<file path="src/rtl/arm_ctrl_pkg.sv">
// Shared encodings for the multicycle ARM controller: FSM states, ALU and
// mux select codes, data-processing commands, condition mnemonics, and the
// per-state control word.
package arm_ctrl_pkg;

  typedef enum logic [3:0] {
    S_FETCH    = 4'd0,
    S_DECODE   = 4'd1,
    S_MEMADR   = 4'd2,
    S_MEMREAD  = 4'd3,
    S_MEMWB    = 4'd4,
    S_MEMWRITE = 4'd5,
    S_EXECUTER = 4'd6,
    S_EXECUTEI = 4'd7,
    S_ALUWB    = 4'd8,
    S_BRANCH   = 4'd9,
    S_UNKNOWN  = 4'd15
  } state_e;

  localparam logic [1:0] ALU_ADD = 2'b00;
  localparam logic [1:0] ALU_SUB = 2'b01;
  localparam logic [1:0] ALU_AND = 2'b10;
  localparam logic [1:0] ALU_ORR = 2'b11;

  localparam logic [1:0] RES_ALUOUT    = 2'b00;
  localparam logic [1:0] RES_DATA      = 2'b01;
  localparam logic [1:0] RES_ALURESULT = 2'b10;

  localparam logic [1:0] SRCB_RD2    = 2'b00;
  localparam logic [1:0] SRCB_EXTIMM = 2'b01;
  localparam logic [1:0] SRCB_FOUR   = 2'b10;

  localparam logic [3:0] CMD_AND = 4'b0000;
  localparam logic [3:0] CMD_SUB = 4'b0010;
  localparam logic [3:0] CMD_ADD = 4'b0100;
  localparam logic [3:0] CMD_CMP = 4'b1010;
  localparam logic [3:0] CMD_ORR = 4'b1100;

  localparam logic [3:0] COND_EQ = 4'b0000;
  localparam logic [3:0] COND_NE = 4'b0001;
  localparam logic [3:0] COND_CS = 4'b0010;
  localparam logic [3:0] COND_CC = 4'b0011;
  localparam logic [3:0] COND_MI = 4'b0100;
  localparam logic [3:0] COND_PL = 4'b0101;
  localparam logic [3:0] COND_VS = 4'b0110;
  localparam logic [3:0] COND_VC = 4'b0111;
  localparam logic [3:0] COND_HI = 4'b1000;
  localparam logic [3:0] COND_LS = 4'b1001;
  localparam logic [3:0] COND_GE = 4'b1010;
  localparam logic [3:0] COND_LT = 4'b1011;
  localparam logic [3:0] COND_GT = 4'b1100;
  localparam logic [3:0] COND_LE = 4'b1101;
  localparam logic [3:0] COND_AL = 4'b1110;

  // Ungated control word produced by each FSM state.
  typedef struct packed {
    logic       next_pc;
    logic       ir_write;
    logic       adr_src;
    logic       alu_src_a;
    logic [1:0] alu_src_b;
    logic [1:0] result_src;
    logic       reg_w;
    logic       mem_w;
    logic       branch;
    logic       alu_op;
  } ctrl_t;

  // Control word for a state; unlisted fields and undefined encodings are 0.
  function automatic ctrl_t state_ctrl(input logic [3:0] s);
    ctrl_t c;
    c = '0;
    case (s)
      S_FETCH: begin
        c.ir_write   = 1'b1;
        c.alu_src_a  = 1'b1;
        c.alu_src_b  = SRCB_FOUR;
        c.result_src = RES_ALURESULT;
        c.next_pc    = 1'b1;
      end
      S_DECODE: begin
        c.alu_src_a  = 1'b1;
        c.alu_src_b  = SRCB_FOUR;
        c.result_src = RES_ALURESULT;
      end
      S_MEMADR:   c.alu_src_b = SRCB_EXTIMM;
      S_MEMREAD:  c.adr_src   = 1'b1;
      S_MEMWB: begin
        c.result_src = RES_DATA;
        c.reg_w      = 1'b1;
      end
      S_MEMWRITE: begin
        c.adr_src = 1'b1;
        c.mem_w   = 1'b1;
      end
      S_EXECUTER: c.alu_op = 1'b1;
      S_EXECUTEI: begin
        c.alu_src_b = SRCB_EXTIMM;
        c.alu_op    = 1'b1;
      end
      S_ALUWB:    c.reg_w = 1'b1;
      S_BRANCH: begin
        c.alu_src_b  = SRCB_EXTIMM;
        c.result_src = RES_ALURESULT;
        c.branch     = 1'b1;
      end
      default:    c = '0;
    endcase
    return c;
  endfunction

endpackage

</file>
<file path="src/rtl/cond_check.sv">
// Evaluates the ARM condition field against the registered NZCV flags.
module cond_check
  import arm_ctrl_pkg::*;
(
  input  logic [3:0] cond_i,
  input  logic [3:0] flags_i,
  output logic       cond_ex_o
);

  logic n, z, c, v;
  assign {n, z, c, v} = flags_i;

  // Condition table; the 1111 encoding never executes.
  always_comb begin
    cond_ex_o = 1'b0;
    case (cond_i)
      COND_EQ: cond_ex_o = z;
      COND_NE: cond_ex_o = ~z;
      COND_CS: cond_ex_o = c;
      COND_CC: cond_ex_o = ~c;
      COND_MI: cond_ex_o = n;
      COND_PL: cond_ex_o = ~n;
      COND_VS: cond_ex_o = v;
      COND_VC: cond_ex_o = ~v;
      COND_HI: cond_ex_o = c & ~z;
      COND_LS: cond_ex_o = ~c | z;
      COND_GE: cond_ex_o = (n == v);
      COND_LT: cond_ex_o = (n != v);
      COND_GT: cond_ex_o = ~z & (n == v);
      COND_LE: cond_ex_o = z | (n != v);
      COND_AL: cond_ex_o = 1'b1;
      default: cond_ex_o = 1'b0;
    endcase
  end

endmodule

</file>
<file path="src/rtl/multicycle_controller.sv">
// Multicycle ARM control unit: main FSM with registered per-state controls,
// ALU decoder, NZCV flag register and condition gating of all writes.
module multicycle_controller
  import arm_ctrl_pkg::*;
#(
  parameter int         STATE_W     = 4,
  parameter logic [3:0] FLAGS_RESET = 4'h0
) (
  input  logic       clk,
  input  logic       reset,
  input  logic [3:0] Cond,
  input  logic [1:0] Op,
  input  logic [5:0] Funct,
  input  logic [3:0] Rd,
  input  logic [3:0] ALUFlags,
  output logic       PCWrite,
  output logic       AdrSrc,
  output logic       MemWrite,
  output logic       IRWrite,
  output logic [1:0] ResultSrc,
  output logic [1:0] ALUControl,
  output logic       ALUSrcA,
  output logic [1:0] ALUSrcB,
  output logic [1:0] ImmSrc,
  output logic       RegWrite,
  output logic [1:0] RegSrc
);

  // Handshake: none. Every state lasts exactly one cycle; Cond/Op/Funct/Rd
  // come from the IR and are stable from DECODE until the next FETCH ends.

  logic [STATE_W-1:0] state_q, state_d;
  ctrl_t              ctrl_q;
  logic [3:0]         flags_q;
  logic [1:0]         flag_w;
  logic               no_write;
  logic               cond_ex;
  logic               pcs;

  // Next-state selection.
  always_comb begin
    state_d = S_FETCH;
    case (state_q)
      S_FETCH:    state_d = S_DECODE;
      S_DECODE: begin
        case (Op)
          2'b01:   state_d = S_MEMADR;
          2'b00:   state_d = Funct[5] ? S_EXECUTEI : S_EXECUTER;
          2'b10:   state_d = S_BRANCH;
          default: state_d = S_UNKNOWN;
        endcase
      end
      S_MEMADR:   state_d = Funct[0] ? S_MEMREAD : S_MEMWRITE;
      S_MEMREAD:  state_d = S_MEMWB;
      S_EXECUTER: state_d = S_ALUWB;
      S_EXECUTEI: state_d = S_ALUWB;
      default:    state_d = S_FETCH;
    endcase
  end

  // State register; the control word is registered alongside it so outputs
  // come straight from flops.
  always_ff @(posedge clk) begin
    if (reset) begin
      state_q <= S_FETCH;
      ctrl_q  <= state_ctrl(S_FETCH);
    end else begin
      state_q <= state_d;
      ctrl_q  <= state_ctrl(state_d);
    end
  end

  // ALU decode. NoWrite is taken from the instruction itself so CMP still
  // suppresses the write in ALUWB, where ALUOp is already 0.
  always_comb begin
    ALUControl = ALU_ADD;
    flag_w     = 2'b00;
    if (ctrl_q.alu_op) begin
      case (Funct[4:1])
        CMD_ADD: ALUControl = ALU_ADD;
        CMD_SUB: ALUControl = ALU_SUB;
        CMD_AND: ALUControl = ALU_AND;
        CMD_ORR: ALUControl = ALU_ORR;
        CMD_CMP: ALUControl = ALU_SUB;
        default: ALUControl = ALU_ADD;
      endcase
      flag_w[1] = Funct[0];
      flag_w[0] = Funct[0] & ((ALUControl == ALU_ADD) | (ALUControl == ALU_SUB));
      if (Funct[4:1] == CMD_CMP) flag_w = 2'b11;
    end
  end

  assign no_write = (Op == 2'b00) && (Funct[4:1] == CMD_CMP);

  cond_check u_cond_check (
    .cond_i    (Cond),
    .flags_i   (flags_q),
    .cond_ex_o (cond_ex)
  );

  // NZCV register; only executing data-processing states may update it.
  always_ff @(posedge clk) begin
    if (reset) begin
      flags_q <= FLAGS_RESET;
    end else if (ctrl_q.alu_op && cond_ex) begin
      if (flag_w[1]) flags_q[3:2] <= ALUFlags[3:2];
      if (flag_w[0]) flags_q[1:0] <= ALUFlags[1:0];
    end
  end

  assign pcs = ((Rd == 4'hF) & ctrl_q.reg_w) | ctrl_q.branch;

  // Architectural writes are gated by the condition and killed while in reset.
  assign PCWrite  = ~reset & (ctrl_q.next_pc | (pcs & cond_ex));
  assign RegWrite = ~reset & ctrl_q.reg_w & cond_ex & ~no_write;
  assign MemWrite = ~reset & ctrl_q.mem_w & cond_ex;
  assign IRWrite  = ~reset & ctrl_q.ir_write;

  assign AdrSrc    = ctrl_q.adr_src;
  assign ResultSrc = ctrl_q.result_src;
  assign ALUSrcA   = ctrl_q.alu_src_a;
  assign ALUSrcB   = ctrl_q.alu_src_b;
  assign ImmSrc    = Op;
  assign RegSrc    = {Op == 2'b01, Op == 2'b10};

endmodule

</file>
<file path="config.mk">
export PLATFORM = sky130hd
export DESIGN_NAME = multicycle_controller
export DESIGN_NICKNAME = d
export VERILOG_FILES = /design/src/rtl/arm_ctrl_pkg.sv /design/src/rtl/cond_check.sv /design/src/rtl/multicycle_controller.sv
export SDC_FILE = /design/constraint.sdc
export NUM_CORES = 1
export LEC_CHECK = 0
export ABC_AREA = 1
export CAP_MARGIN = 20
export CELL_PAD_IN_SITES_DETAIL_PLACEMENT = 1
export CELL_PAD_IN_SITES_GLOBAL_PLACEMENT = 1
export CORE_ASPECT_RATIO = 0.9
export CORE_MARGIN = 2
export CORE_UTILIZATION = 35
export CTS_BUF_LIST = sky130_fd_sc_hd__clkbuf_2
export DETAILED_ROUTE_END_ITERATION = 6
export PLACE_DENSITY = 0.95
export SYNTH_ARGS = -nofsm -noshare
export SYNTH_HDL_FRONTEND = slang
export SYNTH_SLANG_ARGS = --single-unit
</file>
<file path="constraint.sdc">
create_clock -name clk -period 2.1 [get_ports clk]
set_input_delay 0.21 -clock clk [delete_from_list [all_inputs] [get_ports clk]]
set_output_delay 0.21 -clock clk [all_outputs]
set_load 0.03 [all_outputs]
</file>
# Word level (Yosys, flattened, before mapping)
# Cells that the tools add are included.
# W data, S select, Z words.
word_totals:
  output_inout_bits: 16
  memories: 0
  latchBits: 0
  ff_bits: 20
  mem_bits_ro: 0
  ramBits: 0
  input_bits: 22
  elab_cells: 110
classes:
  shift: 0
  n_div: 0
  multipliers: 0
  magnitude_cmp: 0
  addsub: 0
  n_eq_ne: 37
  bitwise: 23
  n_reduce_logical: 18
  n_mux: 19
op_table:
  columns: ["cell", "count"]
  rows:
  - ["$eq A4 B4 Y1 const B", 12]
  - ["$eq A4 B3 Y1 const B", 10]
  - ["$eq A4 B2 Y1 const B", 7]
  - ["$pmux W4 S5", 1]
  - ["$logic_not A4 Y1", 4]
  - ["$pmux W1 S15", 1]
  - ["$and A1 B1 Y1", 12]
  - ["$eq A4 B1 Y1 const B", 3]
  - ["$pmux W4 S3", 1]
  - ["$reduce_or A2 Y1", 6]
  - ["$mux W2", 5]
  - ["$pmux W2 S2", 2]
  - ["$mux W1", 7]
  - ["$not A1 Y1", 6]
  - ["$pmux W2 S3", 1]
  - ["$reduce_or A3 Y1", 2]
  - ["$or A1 B1 Y1", 5]
  - ["$eq A2 B1 Y1 const B", 2]
  - ["$logic_not A2 Y1", 2]
  - ["$reduce_and A2 Y1", 2]
  - ["$mux W3", 1]
  - ["$eq A2 B2 Y1 const B", 1]
  - ["$logic_and A1 B1 Y1", 2]
  - ["$eq A1 B1 Y1", 1]
  - ["$ne A1 B1 Y1", 1]

# Depth between registers and ports, before layout
# Gate-level depths: netlist of run 1.
depth:
  depth_word: 10
  mapped_depth: 12
  ltp_nobuf: 12

# By module
# From an unflattened synthesis of run 1, not the netlist that was laid out.
unflattened:
  hier_cells: 197
  area_unflattened_um2: 1221.2
by_module_without_submodules:
  columns: ["module", "seq_area_each_um2", "cells_each", "n_inst", "area_per_inst_um2"]
  rows:
  - ["multicycle_controller", 360.3, 142, 1, 992.2]
  - ["cond_check", 0.0, 55, 1, 229.0]

# Worst setup path after synthesis of run 1
# No wires, ideal clock.
synth_timing:
  path_type: "reg-to-output"
  startpoint: "reg flags_q[0]"
  endpoint: "out PCWrite"
  n_path_buf: 0
  setup_slack_ns: 0.462
  arrival_time_ns: 1.428
  stages_incl_launch_ff: 11
  t_required_ns: 1.890
  path_cell_list: "dfxtp_1 inv_1 nand2_1 nand2_1 nand2_1 nand2_1 nand2_1 nand2_2 nand3_4 o21ai_0 a21oi_1"
synth_via:
  elab_chain_cells: 6
  elab_cells_between_ends: 9
  cone_classes: "eq/ne: 2; mux: 1; bitwise: 6"
synth_rtl:
  columns: ["element", "line", "rtl"]
  rows:
  - ["from (decl)", "multicycle_controller.sv:34", "logic [3:0] flags_q;"]
  - ["from (signal assigned)", "multicycle_controller.sv:107", "if (flag_w[0]) flags_q[1:0] <= ALUFlags[1:0];"]
  - ["$ne A1 B1 Y1 or $eq A1 B1 Y1 (tied branches)", null, null]
  - ["$or A1 B1 Y1 or $and A1 B1 Y1 (tied branches)", "cond_check.sv:30, cond_check.sv:29", null]
  - ["$pmux W1 S15 (*)", "cond_check.sv:16", "case (cond_i)"]
  - ["$and A1 B1 Y1 (*)", "multicycle_controller.sv:114", "assign PCWrite = ~reset & (ctrl_q.next_pc | (pcs & cond_ex));"]
  - ["$or A1 B1 Y1 (*)", "multicycle_controller.sv:114", null]
  - ["$and A1 B1 Y1 (*)", "multicycle_controller.sv:114", null]
  - ["to (decl)", "multicycle_controller.sv:16", "output logic PCWrite,"]
# Every way passes the cells marked *; elsewhere a longest branch is shown, timed or not.

# Worst setup path in the final report of run 1
layout_timing:
  startpoint: "in Cond[1]"
  endpoint: "out PCWrite"
layout_via:
  elab_chain_cells: 5
  elab_cells_between_ends: 19
  cone_classes: "eq/ne: 14; mux: 1; bitwise: 3; reduce/logical: 1"
layout_rtl:
  columns: ["element", "line", "rtl"]
  rows:
  - ["from (decl)", "multicycle_controller.sv:11", "input logic [3:0] Cond,"]
  - ["$eq A4 B4 Y1, or another cell as far along", "cond_check.sv:16", null]
  - ["$pmux W1 S15 (*)", "cond_check.sv:16", null]
  - ["$and A1 B1 Y1 (*)", "multicycle_controller.sv:114", null]
  - ["$or A1 B1 Y1 (*)", "multicycle_controller.sv:114", null]
  - ["$and A1 B1 Y1 (*)", "multicycle_controller.sv:114", null]
# Marked as above.

==> out/qor.txt, run 1 <==
CELLS AND AREA
--------------------------------------------------------------------------------------------------------
# nets final                                                                                         257
Signed area change from the synthesized netlist to the final layout                                35.7%
Share of cells above drive strength 1                                                              0.130
Count of placed standard cells in the final layout, fillers left out                                 274
ANT cells                                                                                              0

YOSYS
--------------------------------------------------------------------------------------------------------
Number of synthesized register bits                                                                   19
Net count after synthesis                                                                            218
YS warnings                                                                                            0
Mean area per synthesized cell                                                                6.37 sq um
Post-Synthesis Cells                                                                                 192
Synth Cell Area                                                                               1220 sq um
Sequential area share after synthesis                                                              0.311
Distinct cells, synth                                                                                 27

FLOORPLANNING
--------------------------------------------------------------------------------------------------------
Die X                                                                                       66.3 microns
Die outline area                                                                              3990 sq um
Top-level port count                                                                                  38
Die extent in y                                                                             60.1 microns
# rows                                                                                                20
Core Footprint                                                                                3350 sq um
Starting Density                                                                                   0.365

GLOBAL ROUTING
--------------------------------------------------------------------------------------------------------
Vias in the first global route                                                                     1,299
Sum of overflow across all layers after global routing                                                 0
Global-route wire length before repair                                                      5690 microns
Number of antenna violations at the first check in global routing                                      0
GR Util All Layers                                                                                 0.185
Pin count of the biggest net entering global routing                                                  13

ROUTING
--------------------------------------------------------------------------------------------------------
Average detailed-routed wire length per instance                                            12.3 microns
Via density per instance                                                                            4.64
DRC marker count from the first detailed-route iteration                                              20
Total number of vias                                                                               1,270
Antenna Nets Post-Route                                                                                0
Total wire length                                                                           3360 microns
Remaining DRCs                                                                                         0
Total iterations of the first detailed-routing run                                                     2

WORST SETUP PATH
--------------------------------------------------------------------------------------------------------
Reg2reg start                                                                                 state_q[2]
Worst-path fanout max                                                                                  4
Kind of critical path                                                                             in2out
Worst Path Arrival                                                                               1760 ps
Crit path from                                                                                   Cond[1]
Startpoint class of the critical path                                                         input port
Critical path capture point type                                                              output pin
Required @ worst endpoint                                                                        1890 ps
Worst r2r path cells                                                                                   8

PLACEMENT
--------------------------------------------------------------------------------------------------------
Worst slack, placed                                                                              38.9 ps
Detailed Place HPWL                                                                         2820 microns
Final GP Congestion                                                                                0.887
I/O Buffers                                                                                           37
Cell count after placement                                                                           270

POWER AND IR DROP
--------------------------------------------------------------------------------------------------------
Pwr Density                                                                                  565 nW/um^2
Leakage component of the power                                                                  0.843 nW
Post-route total power                                                                        0.000939 W
Max IR drop VDD                                                                                 0.454 mV

STA
--------------------------------------------------------------------------------------------------------
Max-Slew Margin vs Limit                                                                           0.678
Number of hold violations in the final report                                                          0
Worst slew pin tran                                                                               479 ps
Min Tclk post-route                                                                              1970 ps
Share of the cycle needed by the critical path after routing                                       0.936
Final-report setup violation count                                                                     0
Final count of pins violating max slew                                                                 0
Total negative slack                                                                                0 ps
Post-route clock skew                                                                            12.3 ps
Maximum operating frequency                                                                      509 MHz
Smallest setup slack after layout                                                                 134 ps
Tightest hold margin                                                                              523 ps

CLOCKING
--------------------------------------------------------------------------------------------------------
Count of hold buffers inserted by post-cts repair                                                      0
Clock tree root driver cell                                                                     clkbuf_2
TritonCTS Buffers                                                                                      3
Insertion delay of the later-clocked pin in the worst-skew pair                                   320 ps
CTS tree                                                                                             yes
Post-CTS clock slew at the launch and capture registers of the worst setup and hold paths         190 ps
Sinks on Clock Net                                                                                    19
Buffers from clock root to sink, at most                                                               2
H-Tree Depth                                                                                           1

MIN PATH
--------------------------------------------------------------------------------------------------------
Number of cells traversed by the worst hold path                                                       5
Min-delay src                                                                                ALUFlags[3]
Type of the worst min-delay path                                                                  in2reg

RUN
--------------------------------------------------------------------------------------------------------
Max-cap check violation count                                                                          0

STATUS
--------------------------------------------------------------------------------------------------------
Result of the run                                                                           finished, final reports clean

[cell families after synthesis]
family | synth area share
simple gates | 0.390
compound gates | 0.0859
fa+ha+maj | 0.0409
buf+inv | 0.173
flops | 0.311
[state kept, by name (all words and copies together), names as in the netlist]
| signal | count |
|---|---|
| flags_q | 4 |
| ALUSrcB | 2 |
| AdrSrc | 1 |
| state_q | 4 |
| ALUSrcA | 1 |
| ResultSrc | 2 |
| ctrl_q | 5 |
[worst max-delay path: stages]
cell	delay, ps
clkdlybuf4s50_1	540
buf_4	150
nand3_1	80
nand3_1	90
nand2_1	50
nand2_1	70
inv_1	60
nand3_4	80
o21ai_1	100
a21oi_1	160
buf_4	170
[metal layers]
metal	track usage	vias up	routed length [microns]
li1	-	667	-
met1	0.226	584	1530
met2	0.343	19	1670
met3	0.0433	0	156
met4	0.0175	0	0
met5	0	-	0
[synthesized netlist by cell type, drive strengths merged]
cell / number / area [sq um]
nor3: 1 / 5.00
ha: 4 / 50.1
nand4: 8 / 50.1
dfxtp: 19 / 380
nand2: 48 / 185
nand3: 21 / 128
o22ai: 1 / 6.26
nor4: 1 / 6.26
or2: 1 / 6.26
inv: 42 / 158
a21boi: 1 / 7.51
o21ai: 3 / 18.8
a21oi: 9 / 52.6
o31ai: 1 / 7.51
o211ai: 1 / 12.5
nor2: 23 / 96.4
buf: 7 / 50.0
clkbuf: 1 / 3.75
[per-stage QoR]
stage                      util  instance area [sq um]
after floorplan               -                   1220
final                     0.495                   1660
after global routing      0.495                   1660
after CTS                 0.491                   1650
after detailed placement  0.484                   1620
after global placement    0.484                   1620
[worst paths after layout]
| kind | endpoint | slack [ps] |
|---|---|---|
| setup / recovery | PCWrite | 130 |
| hold / removal | flags_q[3] | 520 |
| setup reg to reg | ALUSrcB[0] | 570 |
| hold reg to reg | state_q[3] | 590 |
[cells in the final DEF (no fill, tap or decap), drive strengths merged, types with 3 or more instances in the layout]
cell and n:
nand4 8, nor2 23, nand3 21, a21oi 9, dfxtp 19, clkdlybuf4s50 30, o21ai 3, dlymetal6s2s 3
nand2 48, inv 42, clkbuf 3, ha 4, buf 9
[final cells by class]
class                           instances  area, sq um
Clock buffer                            3         15.0
Clock inverter                          1         7.51
Fill cell                             463         1690
Inverter                               42          158
Multi-Input combinational cell        123          637
Sequential cell                        19          383
Tap cell                               44         55.1
Timing Repair Buffer                   42          405
[power breakdown]
part           switching, W  internal (W)  total (W)
Clock              0.000125     0.0000443   0.000170
Combinational      0.000211      0.000146   0.000356
Sequential        0.0000171      0.000396   0.000413
Total              0.000353      0.000585   0.000939
[what timing repair did]
action                                  4_1_cts  5_1_grt
hold endpoints to repair                      0        0
resized for setup                             0        8
endpoints found under the setup margin        0        3
buffers inserted                              0        0
(Power assumes the default switching activity.)
==> run 2, diff against run 1 <==
CORE_MARGIN = 4   (was 2)
==> run 2 against run 1 <==
Compared with the run above:
- clock power is 4% lower
- first-iteration DRC count rose to 4.4 times the previous value
- worst setup slack improved by 19 ps
- critical endpoint is now ALUControl[0]
- critical path type is now reg2out
- maximum frequency up 1.0%
- cell count did not move
- global-route usage decreased by 2.6 points
- highest routed layer is now met4
- final area is the same
==> out/qor.txt, run 2 (same netlist as run 1, synthesis figures left out) <==
STATUS
--------------------------------------------------------------------------------------------------------
Result of the run                                                                           finished, final reports clean

ROUTING
--------------------------------------------------------------------------------------------------------
Remaining DRCs                                                                                         0   unchanged
Via density per instance                                                                            4.58   -1.2%
Total wire length                                                                           3400 microns   +1.2%
Total number of vias                                                                               1,255   -1.2%
Antenna Nets Post-Route                                                                                0   unchanged
DRC marker count from the first detailed-route iteration                                              87   +340%
Average detailed-routed wire length per instance                                            12.4 microns   +1.2%
Total iterations of the first detailed-routing run                                                     4   +2

PLACEMENT
--------------------------------------------------------------------------------------------------------
I/O Buffers                                                                                           37   unchanged
Detailed Place HPWL                                                                         2810 microns   -0.33%
Final GP Congestion                                                                                0.809   -8.8%
DP Area                                                                                       1620 sq um   unchanged

FLOORPLANNING
--------------------------------------------------------------------------------------------------------
Starting Density                                                                                   0.362   -0.00270
Top-level port count                                                                                  38   unchanged
# rows                                                                                                20   unchanged
Core Footprint                                                                                3380 sq um   +0.75%
Die X                                                                                       70.3 microns   +6.0%
Die extent in y                                                                             64.1 microns   +6.7%
Die outline area                                                                              4510 sq um   +13%

POWER AND IR DROP
--------------------------------------------------------------------------------------------------------
Pwr Density                                                                                  563 nW/um^2   -0.39%
Max IR drop VDD                                                                                 0.490 mV   +7.9%
Leakage component of the power                                                                  0.854 nW   +1.3%

CLOCKING
--------------------------------------------------------------------------------------------------------
CTS tree                                                                                             yes
H-Tree Depth                                                                                           1   unchanged
Buffers from clock root to sink, at most                                                               2   unchanged
Sinks on Clock Net                                                                                    19   unchanged
Post-CTS clock slew at the launch and capture registers of the worst setup and hold paths         180 ps   about the same
TritonCTS Buffers                                                                                      3   unchanged
Insertion delay of the later-clocked pin in the worst-skew pair                                   320 ps   about the same
Clock tree root driver cell                                                                     clkbuf_2
Post-CTS setup-driven buffer insertion count                                                           0   unchanged

CELLS AND AREA
--------------------------------------------------------------------------------------------------------
Filler cell count in the final layout                                                                448   -3.2%
Share of cells above drive strength 1                                                              0.139   +0.00870
Flip-flop count of the largest register, all copies and words added                                    5   unchanged
Footprint of the multi-input gates                                                             637 sq um   unchanged
ANT cells                                                                                              0   unchanged
Regs by FF count                                                                            ctrl_q x5, flags_q x4, state_q x4
Storage element area                                                                           383 sq um   unchanged
Most used cells in the layout excluding fill and tap cells                                  nand2_1, inv_1, clkdlybuf4s50_1, nor2_1, nand3_1
Most common cell after layout, fill and taps aside                                               nand2_1
Final std cell area, no fill                                                                  1660 sq um   unchanged
Reg with most FFs                                                                                 ctrl_q
Signed area change from the synthesized netlist to the final layout                                35.7%   unchanged
# nets final                                                                                         257   unchanged

STA
--------------------------------------------------------------------------------------------------------
Worst slew pin tran                                                                               466 ps   -12.5 ps
Maximum operating frequency                                                                      514 MHz   +1.0%
Final-report setup violation count                                                                     0   unchanged
Max-Slew Margin vs Limit                                                                           0.686   +0.00842
Min Tclk post-route                                                                              1950 ps   -19.5 ps
Share of the cycle needed by the critical path after routing                                       0.927   -0.00926
Tightest hold margin                                                                              531 ps   +7.94 ps
Post-route clock skew                                                                            9.26 ps   -3.00 ps
Total negative slack                                                                                0 ps   unchanged
Setup repair after global routing missed its margin                                                false
Number of hold violations in the final report                                                          0   unchanged
Final count of pins violating max slew                                                                 0   unchanged

WORST SETUP PATH
--------------------------------------------------------------------------------------------------------
Kind of critical path                                                                            reg2out
Required @ worst endpoint                                                                        1890 ps   about the same
Critical path capture point type                                                              output pin
Worst-path fanout max                                                                                  7   +3
Startpoint class of the critical path                                                          flip-flop
Worst Path Arrival                                                                               1740 ps   -20 ps

GLOBAL ROUTING
--------------------------------------------------------------------------------------------------------
Global-route wire length before repair                                                      5880 microns   +3.4%
GR Util All Layers                                                                                 0.159   -0.0262
Pin count of the biggest net entering global routing                                                  11   -2
Sum of overflow across all layers after global routing                                                 0   unchanged
Number of antenna violations at the first check in global routing                                      0   unchanged
Vias in the first global route                                                                     1,300   +0.077%

MIN PATH
--------------------------------------------------------------------------------------------------------
Type of the worst min-delay path                                                                  in2reg

RUN
--------------------------------------------------------------------------------------------------------
Max-cap check violation count                                                                          0   unchanged

[run 2: cell types whose count changed in the layout (fill, tap and decap cells not counted), sizes merged]
| cell | change |
|---|---|
| clkbuf | +1 |
| clkdlybuf4s50 | -1 |
| clkinvlp | -1 |
| dlymetal6s2s | +1 |
[run 2: path summary, 6_finish.rpt]
check                                  from            end  slack [ps]  depth (start not counted)
worst max-delay path              ctrl_q[0]  ALUControl[0]         150                          3
worst min-delay path            ALUFlags[3]     flags_q[3]         530                          5
worst max register to register   state_q[2]     ALUSrcB[0]         580                          8
worst min register to register   state_q[1]   ResultSrc[0]         560                          2
[run 2: power breakdown]
group	leakage [nW]	internal, W	switching [W]	total, W
clock network	0.0166	0.0000504	0.000114	0.000164
logic	0.681	0.000146	0.000211	0.000357
registers	0.156	0.000395	0.0000181	0.000414
[run 2: cell type report]
class                   instances  area share
multi-input cells             123       0.384
repair buffers                 42       0.246
flip-flops and latches         19       0.231
inverters                      42      0.0950
well taps                      44      0.0332
clock buffers                   4      0.0121
[run 2: critical path, stage by stage, from the launching register on]
cell and delay (ps):
dfxtp_1 520, inv_1 90, a21oi_1 120, clkdlybuf4s50_1 680
[run 2: timing repair]
action                     4_1_cts  5_1_grt
setup endpoints to repair        0        3
resized for setup                0       10
hold buffers                     0        0
[run 2: stage by stage]
stage | utilization | total power [W] | instances | worst slack, ps
3_5_place_dp | 0.480 | 0.000777 | 270 | -25.5
6_report | 0.491 | 0.000935 | 274 | 153
3_3_place_gp | 0.480 | 0.000766 | 270 | 74.1
2_1_floorplan | - | 0.000643 | 192 | 462
5_1_grt | 0.491 | 0.00100 | 274 | 13.4
4_1_cts | 0.486 | 0.000947 | 274 | 17.6
[run 2: routing by layer]
| metal | track usage | routed length, microns |
|---|---|---|
| met5 | 0 | 0 |
| met4 | 0.0215 | 12 |
| met3 | 0.0425 | 155 |
| met2 | 0.276 | 1700 |
| met1 | 0.201 | 1530 |
